===== config.mk =====
export PLATFORM = sky130hd
export DESIGN_NAME = ras
export DESIGN_NICKNAME = d
export VERILOG_FILES = /design/src/rtl/ras.sv
export SDC_FILE = /design/constraint.sdc
export NUM_CORES = 1
export LEC_CHECK = 0
export CORE_MARGIN = 3
export CORE_UTILIZATION = 46
export DETAILED_ROUTE_END_ITERATION = 10
export GPL_ROUTABILITY_DRIVEN = 0
export SYNTH_ARGS = -nofsm -noshare
export SYNTH_HDL_FRONTEND = slang
export SYNTH_SLANG_ARGS = --single-unit

===== constraint.sdc =====
create_clock -name CLK -period 7.3 [get_ports CLK]
set_clock_uncertainty 0.15 [all_clocks]
set_input_delay 0.73 -clock CLK [delete_from_list [all_inputs] [get_ports CLK]]
set_output_delay 0.73 -clock CLK [all_outputs]
set_load 0.005 [all_outputs]

===== src/rtl/ras.sv =====
// ras: circular return address stack with checkpoint/restore for fetch prediction
module ras #(
   parameter int RAS_ENTRIES      = 8,
   parameter int LOG_RAS_ENTRIES  = $clog2(RAS_ENTRIES),
   parameter int RAS_TARGET_WIDTH = 31
) (
   input  logic                        CLK,
   input  logic                        nRST,
   input  logic                        link_valid,
   input  logic [RAS_TARGET_WIDTH-1:0] link_target,
   input  logic                        ret_valid,
   output logic [RAS_TARGET_WIDTH-1:0] ras_target,
   output logic [LOG_RAS_ENTRIES-1:0]  ras_index,
   output logic [LOG_RAS_ENTRIES:0]    ras_count,
   output logic                        ras_empty,
   input  logic                        restore_valid,
   input  logic [LOG_RAS_ENTRIES-1:0]  restore_index,
   input  logic [LOG_RAS_ENTRIES:0]    restore_count
);
   localparam logic [LOG_RAS_ENTRIES:0] FULL = (LOG_RAS_ENTRIES+1)'(RAS_ENTRIES);
   logic [RAS_TARGET_WIDTH-1:0] entry [RAS_ENTRIES];
   logic [LOG_RAS_ENTRIES-1:0]  ptr;
   logic [LOG_RAS_ENTRIES:0]    cnt;
   assign ras_target = entry[ptr];
   assign ras_index  = ptr;
   assign ras_count  = cnt;
   assign ras_empty  = cnt == '0;
   // stack update: reset > restore > push+pop replace > push > pop
   always_ff @(posedge CLK) begin
      if (!nRST) begin
         ptr <= '0;
         cnt <= '0;
         for (int i = 0; i < RAS_ENTRIES; i++) entry[i] <= '0;
      end else if (restore_valid) begin
         ptr <= restore_index;
         cnt <= restore_count;
      end else if (link_valid && ret_valid) begin
         entry[ptr] <= link_target;
      end else if (link_valid) begin
         ptr <= ptr + 1'b1;
         entry[ptr + 1'b1] <= link_target;
         cnt <= cnt == FULL ? FULL : cnt + 1'b1;
      end else if (ret_valid) begin
         ptr <= ptr - 1'b1;
         cnt <= cnt == '0 ? '0 : cnt - 1'b1;
      end
   end
endmodule


# ---- Word-level counts from Yosys, hierarchy flattened
# Memories as Yosys holds them, arrays and structs flattened. A register that Yosys moved wholly into a read port is not among the register bits.
# Index checks and enable logic that the tools add are counted.
dict set report totals {
  reg_bits 7
  ramBits 248
  out_inout_bits 39
  mem_count 1
}
# name depth width read_ports rd_ports_with_merged_regs write_ports line_no
set mem_list {}
lappend mem_list {entry 8 31 1 1 8 21} ;# logic [RAS_TARGET_WIDTH-1:0] entry [RAS_ENTRIES];
dict set report classes {
  addsub 4
  n_eq_ne 2
  n_mux 28
  n_reduce_logical 6
}
# cell count
set ops {}
lappend ops {{$mux 31} 2}
lappend ops {{$reduce_or 31->1} 2}
lappend ops {{$mux 3} 8}
lappend ops {{$mux 4} 6}
lappend ops {{$mux 1} 12}
lappend ops {{$add 4x1->4 const B} 1}
lappend ops {{$eq 4x4->1 const B} 1}
lappend ops {{$logic_not 4->1} 1}
lappend ops {{$sub 4x1->4 const B} 1}
lappend ops {{$add 3x1->3 const B} 1}
lappend ops {{$reduce_bool 3->1} 1}
lappend ops {{$sub 3x1->3 const B} 1}
lappend ops {{$ne 2x2->1 const B} 1}
lappend ops {{$reduce_and 2->1} 1}
lappend ops {{$logic_and 1x1->1} 1}

# ---- Logic depth before layout (Yosys ltp)
# Gate-level depths: netlist (run 1).
dict set report logic_depth {
  ltp_word 8
  depth_mapped 6
  ltp_nobuf 6
}

# ---- Least setup slack after synthesis (run 1)
# No wires, ideal clock.
dict set report synth_timing {
  path_type {input to register}
  startpoint {input ret_valid}
  endpoint {memory entry[0][0] (enable)}
  arrival_ns 2.826
  t_required_ns 6.757
  path_slack_ns 3.931
  stages 5
  n_path_buf 1
  path_cell_list {buf_4 > and4bb_4 > mux2_4 > nor4_4 > nand2b_1}
}
# element line_no
set synth_rtl {}
lappend synth_rtl {{start, declared} 11} ;# input logic ret_valid,
lappend synth_rtl {{end, declared} 21}

==> results of run 1 <==
## worst reg2reg max path, stage by stage (launching register included)
cell and delay [ns]:
dfxtp_1 0.47, ha_1 0.25, nand3b_4 0.11, or3_1 0.51, a211oi_4 1.11, nand2b_2 0.89
## per-layer routing
| layer | vias to the layer above | wire length, um | share of wire [%] | GRT usage [%] |
|---|---|---|---|---|
| met5 | - | 0 | 0 | 0 |
| met4 | 0 | 503 | 2.1 | 3.95 |
| met3 | 35 | 1050 | 4.3 | 2.54 |
| met2 | 145 | 12700 | 52 | 31.4 |
| met1 | 3148 | 10100 | 41 | 23.9 |
| li1 | 2867 | - | - | - |
## stage by stage
| stage | hold slack, ns | area, um^2 | power [mW] |
|---|---|---|---|
| CTS | 0.510 | 13900 | 3.47 |
| finish | 0.516 | 13900 | 3.43 |
| floorplan | 0.484 | 11900 | 1.93 |
| detailed placement | 0.505 | 13000 | 2.10 |
| global route | 0.540 | 13900 | 3.55 |
| global placement | 0.483 | 13000 | 2.09 |
## final cells by class
type	instances	area, um^2	area share, %
flip-flops and latches	258	7650	55.2
repair buffers	87	856	6.17
multi-input cells	422	4010	28.9
inverters	6	22.5	0.162
clock buffers	41	855	6.16
well taps	330	413	2.98
clock inverters	11	53.8	0.388
## how the worst min path moves through the flow
stage               cells past startpoint            to  slack, ns
detailed placement                      1  ras_count[3]       0.51
finish                                  1  ras_count[3]       0.52
CTS                                     1  ras_count[3]       0.51
global route                            1  ras_count[3]       0.54
floorplan                               2          flop       0.48
global placement                        1  ras_count[3]       0.48
## where the power goes
part,internal [mW],switching (mW)
combinational,0.183,0.156
clock,0.809,0.560
sequential,1.69,0.0335
## state kept, by name (all words and copies together), names as in the netlist, named ones only
signal / cells
entry: 248
ras_count: 4
ras_index: 3
## synth_stat cells, drive strengths merged (2+ instances only)
master / count
a2111oi: 2
a211oi: 4
a21boi: 2
a21oi: 2
and2: 249
buf: 34
clkbuf: 13
dfxtp: 10
edfxtp: 248
ha: 4
inv: 6
mux2: 32
mux4: 62
nand2: 6
nand2b: 10
nand3: 4
nand3b: 2
nor2: 7
nor3: 4
nor4: 4
o21ai: 6
xnor2: 2
xor2: 4
## cells in the final DEF (no fill, tap or decap), drive strengths merged, types with 6 or more instances in the layout
cell type      count
nand2b            10
dfxtp             10
edfxtp           248
clkbuf            41
clkdlybuf4s50     81
inv                6
buf                6
o21ai              6
mux4              62
and2             249
nand2              6
clkinv            11
mux2              32
nor2               7
## logic make-up after synthesis
| family | Yosys count | synth area share, % |
|---|---|---|
| buffers and inverters | 53 | 2.36 |
| xor gates and xnor gates | 6 | 0.442 |
| and+or+nand+nor | 292 | 15.8 |
| AOI/OAI and AO/OA | 25 | 1.70 |
| adders and majority gates | 4 | 0.421 |
| DFF | 258 | 64.3 |
| muxes | 95 | 14.9 |
==> metrics.md, run 1 <==
| Metric | Value |
|---|---|
| Nets | between 800 and 900 |
| EDFF count, synth | roughly 250 |
| Via count | roughly 6.2k |
| Power Dens Cells | 247 nW/um^2 |
| Yosys top cell area share | a little over three fifths |
| Synth warn | 0 |
| Worst-skew pair later-pin latency | 0.53 ns |
| WS Path Type | in -> reg |
| Top FF cell, synth | edfxtp_1 |
| CTS Buf Count | 28 |
| HP Class | reg -> reg |
| Critical path capture point type | flop |
| IO Pins | 82 |
| Cell repeated most along the worst path | nand2b_2 |
| Origin of the worst setup path | nRST |
| Non-Filler Instances | ~1.2k |
| Bufs on Longest Clock Path | 3 |
| Largest net degree at the start of global routing | 63 |
| R2r startpoint | ras_index[1] |
| Number of global-route vias before repair | between 6k and 7k |
| CTS tree | done |
| First-pass GRT wire length | 38.8 mm |
| R2r worst-path depth | 5 |
| Hold path startpoint | ras_count[3] |
| CP peak stage delay | 1.11 ns |
| Peak VDD IR | 146 uV |
| Fmax | 219 MHz |
| CTS resizes | 0 |
| DR iter-0 viols | between 300 and 400 |
| Global Route Usage Sum | between 10% and 20% |
| Pre-antenna DRT Iters | 4 |
| Max-slew violations | 0 |
| Syn Nets | slightly below 800 |
| Root Driver | clkbuf_16 |
| Hold buffer count at CTS | 0 |
| Initial Utilization | around 47% |
| DRT Wirelength | between 20 and 25 mm |
| Hold Vio Cnt, Final | 0 |
| Initial antenna violation count | 0 |
| Avg WL per Cell | roughly 21 um |
| FF-to-FF setup slack | between 3 and 4 ns |
| Worst slew margin | between 10 and 15% |
| Crit share post-route | between 60% and 70% |
| Number of port buffers | 81 |
| Lkg Pwr | between 4 and 5 nW |
| Ratio of cells with drive above 1 in the final layout | between 20% and 30% |
| DR DRC count | 0 |
| Die W | 167 um |
| Worst R2R End | entry[7][19] |
| Seq/Total Area, Yosys | about 64% |
| Synthesized area | 11900 um^2 |
| CP Cell Sequence | clkdlybuf4s50_1 > nand2b_2 > or3_1 > a211oi_4 > nand2b_2 |
| Top delay family on crit path | simple AND/OR/NAND/NOR gates |
| Post-DP HPWL | ~14 mm |
| Seq cells post-synth | 258 |
| Final core occ | approximately 55% |
| Slack of the critical path | ~2.7 ns |
| Distinct cells, synth | between 40 and 50 |
| Layout area overhead | 16.6% |
| Critical Path End | entry[7][19] |
| Min cycle time layout | 4.57 ns |
| Setup TNS | 0 ns |
| Die Height | around 170 um |
| Crit Path Max Fanout | 32 |
| Routed Antenna Nets | 0 |
| Area contributors post-synth | edfxtp_1 (63%), and2_1 (13%), mux4_2 (12%), mux2_2 (2.9%), dfxtp_1 (1.7%) |
| Mapped Cells | between 700 and 800 |
| RSZ-0062 raised after global routing | false |
| Setup Slack @ Placement | between 2 and 2.5 ns |
| Critical path depth | 5 |
| Critical path's slowest cell | a211oi_4 |
| Worst path bufs/invs | 1 |
| CTS clk-pin slew, worst paths | about 0.06 ns |
| Avg Cell Area, Syn | roughly 16 um^2 |
| Core footprint | approximately 25000 um^2 |
| Worst EP required | approximately 7.3 ns |
| # fillers | a little over 2k |
| Via density | between 5 and 6 |
| CP startpoint kind | input pin |
| Worst slew pin tran | 1.28 ns |
| Htree depth | 1 |
| Cell total after placement | between 1k and 1.5k |
| CP arrival | 4.57 ns |
| Ant. Diodes | 0 |
| Outcome | completed |
| Num rows | 58 |
| Final setup viols | 0 |
| FFs w/ async S/R, synth | 0% |
| Post-CTS Repair Setup Buffers | 0 |
| Clock sink count | 258 |
| Overflow after GRT | 0 |
| Maxcap violations | 0 |
| Post-synth top area cell | edfxtp_1 |
| Die Area | 27800 um^2 |
No activity file was read; power rests on OpenSTA's default activity.
==> run 2: changes to the inputs <==
--- a/config.mk
+++ b/config.mk
@@ -9,6 +9,7 @@
 export CORE_UTILIZATION = 46
 export DETAILED_ROUTE_END_ITERATION = 10
 export GPL_ROUTABILITY_DRIVEN = 0
+export PLACE_DENSITY = 0.67
 export SYNTH_ARGS = -nofsm -noshare
 export SYNTH_HDL_FRONTEND = slang
 export SYNTH_SLANG_ARGS = --single-unit
==> constraint.sdc (replaced) <==
create_clock -name CLK -period 3.68 [get_ports CLK]
set_clock_uncertainty 0.15 [all_clocks]
set_input_delay 0.368 -clock CLK [delete_from_list [all_inputs] [get_ports CLK]]
set_output_delay 0.368 -clock CLK [all_outputs]
set_load 0.005 [all_outputs]
==> metrics.md, run 2 (same netlist as run 1, synthesis figures left out) <==
| Metric | Value |
|---|---|
| Number of global-route vias before repair | roughly 7.0k |
| Max-slew violations | 0 |
| Hold buffer count at CTS | 0 |
| Routed length on met3 | between 1 and 1.5 mm |
| Max FFs per register | ~250 |
| RSZ-0062 raised after global routing | false |
| Uppermost layer routed | met4 |
| Crit Path Max Fanout | 23 |
| Ratio of cells with drive above 1 in the final layout | between 20% and 30% |
| Clock sink count | around 260 |
| Multi-input combinational cell area | 3990 um^2 |
| CP arrival | around 2.8 ns |
| Power Dens Cells | roughly 490 nW/um^2 |
| Die W | about 170 um |
| Reg area | 7650 um^2 |
| R2r worst-path depth | 6 |
| Num rows | just under 60 |
| Worst EP required | about 3.2 ns |
| CTS clk-pin slew, worst paths | roughly 0.050 ns |
| Worst slew margin | between 50% and 60% |
| Layout area overhead | 18.4% |
| Global Route Usage Sum | roughly 18% |
| Hold Path Stages | 3 |
| WL met2 | 13.4 mm |
| First-pass GRT wire length | between 40 and 50 mm |
| Crit share post-route | about 89% |
| DRT Wirelength | roughly 25 mm |
| Bufs on Longest Clock Path | 3 |
| Via count | around 6.5k |
| Core footprint | ~25000 um^2 |
| Most common cell after layout, fill and taps aside | and2_1 |
| Critical path capture point type | primary output |
| Overflow after GRT | 0 |
| Outcome | completed |
| Final hold slack | roughly 0.29 ns |
| Root Driver | clkbuf_16 |
| Fmax | about 300 MHz |
| CTS resizes | 0 |
| Routed Antenna Nets | 0 |
| Hold Vio Cnt, Final | 0 |
| Placed Area | between 10000 and 15000 um^2 |
| IO Pins | around 80 |
| R2r startpoint | ras_index[1] |
| Worst-skew pair later-pin latency | 0.52 ns |
| Min cycle time layout | between 3 and 4 ns |
| Hold path startpoint | restore_index[0] |
| Lkg Pwr | 5.06 nW |
| Nets | ~880 |
| Maxcap violations | 0 |
| Design Area, Final | between 10000 and 15000 um^2 |
| Post-DP HPWL | 15.6 mm |
| Final setup viols | 0 |
| Final core occ | roughly 56% |
| Setup TNS | 0 ns |
| WL met1 | between 10 and 15 mm |
| Pre-antenna DRT Iters | 5 |
| Ant. Diodes | 0 |
| Initial antenna violation count | 0 |
| Htree depth | 1 |
| Reg with most FFs | entry |
| Die Height | between 150 and 200 um |
| Initial Utilization | 46.9% |
| Cell total after placement | between 1k and 1.5k |
| DR iter-0 viols | approximately 520 |
| Largest net degree at the start of global routing | 35 |
| WS Path Type | reg -> out |
| HP Class | in -> reg |
| Number of port buffers | 81 |
| Non-Filler Instances | 1179 |
| Post-CTS Repair Setup Buffers | 0 |
| # fillers | between 2k and 2.5k |
| Avg WL per Cell | approximately 22 um |
| Worst slew pin tran | just over 0.7 ns |
| CTS Buf Count | 28 |
| DR DRC count | 0 |
| CP startpoint kind | flop |
| Peak VDD IR | 333 uV |
| Die Area | 27800 um^2 |
| Via density | roughly 5.5 |
| Commonest non-fill, non-tap cells in the layout | and2_1 (249), edfxtp_1 (248), clkdlybuf4s50_1 (81), mux4_2 (62), mux2_2 (31) |
| CTS tree | done |
[run 2: cell types whose count changed in the layout (fill, tap and decap cells not counted), sizes merged]
cell	delta
clkinvlp	+4
clkbuf	-9
buf	+26
bufinv	+3
[run 2: power breakdown]
part	switching, mW	internal, mW	leakage [nW]
logic	0.325	0.386	1.97
clock network	1.09	1.64	0.440
registers	0.0638	3.34	2.65
total	1.48	5.37	5.06
[run 2: critical path, cell delays in order (launching register included)]
cell,delay (ns)
dfxtp_4,0.63
buf_12,0.29
mux4_2,0.53
mux2_2,0.32
clkdlybuf4s50_1,0.45
[run 2: stage by stage]
| step | setup WS (ns) | total power, mW |
|---|---|---|
| after floorplan | 0.673 | 3.83 |
| after global placement | 0.622 | 4.17 |
| after detailed placement | 0.551 | 4.19 |
| after CTS | 0.341 | 6.93 |
| after global routing | 0.257 | 7.09 |
| final | 0.397 | 6.85 |
[run 2: path summary, 6_finish.rpt]
| kind | to | slack [ns] |
|---|---|---|
| setup / recovery | ras_target[19] | 0.40 |
| hold / removal | flop | 0.29 |
| setup reg to reg | entry[4][18] | 1.02 |
| hold reg to reg | ras_count[3] | 0.50 |
[run 2: final cells by class]
class                      count  area share, %
sequential                   258           54.3
multi-input combinational    422           28.3
timing repair buffer         113           7.73
clock buffer                  32           5.23
tap                          330           2.93
clock inverter                18           1.24
inverter                       6          0.160
[run 2: metal layers]
| layer | up-vias | track usage (%) |
|---|---|---|
| met5 | - | 0 |
| met4 | 0 | 3.55 |
| met3 | 30 | 2.21 |
| met2 | 176 | 33.1 |
| met1 | 3357 | 24.6 |
| li1 | 2915 | - |
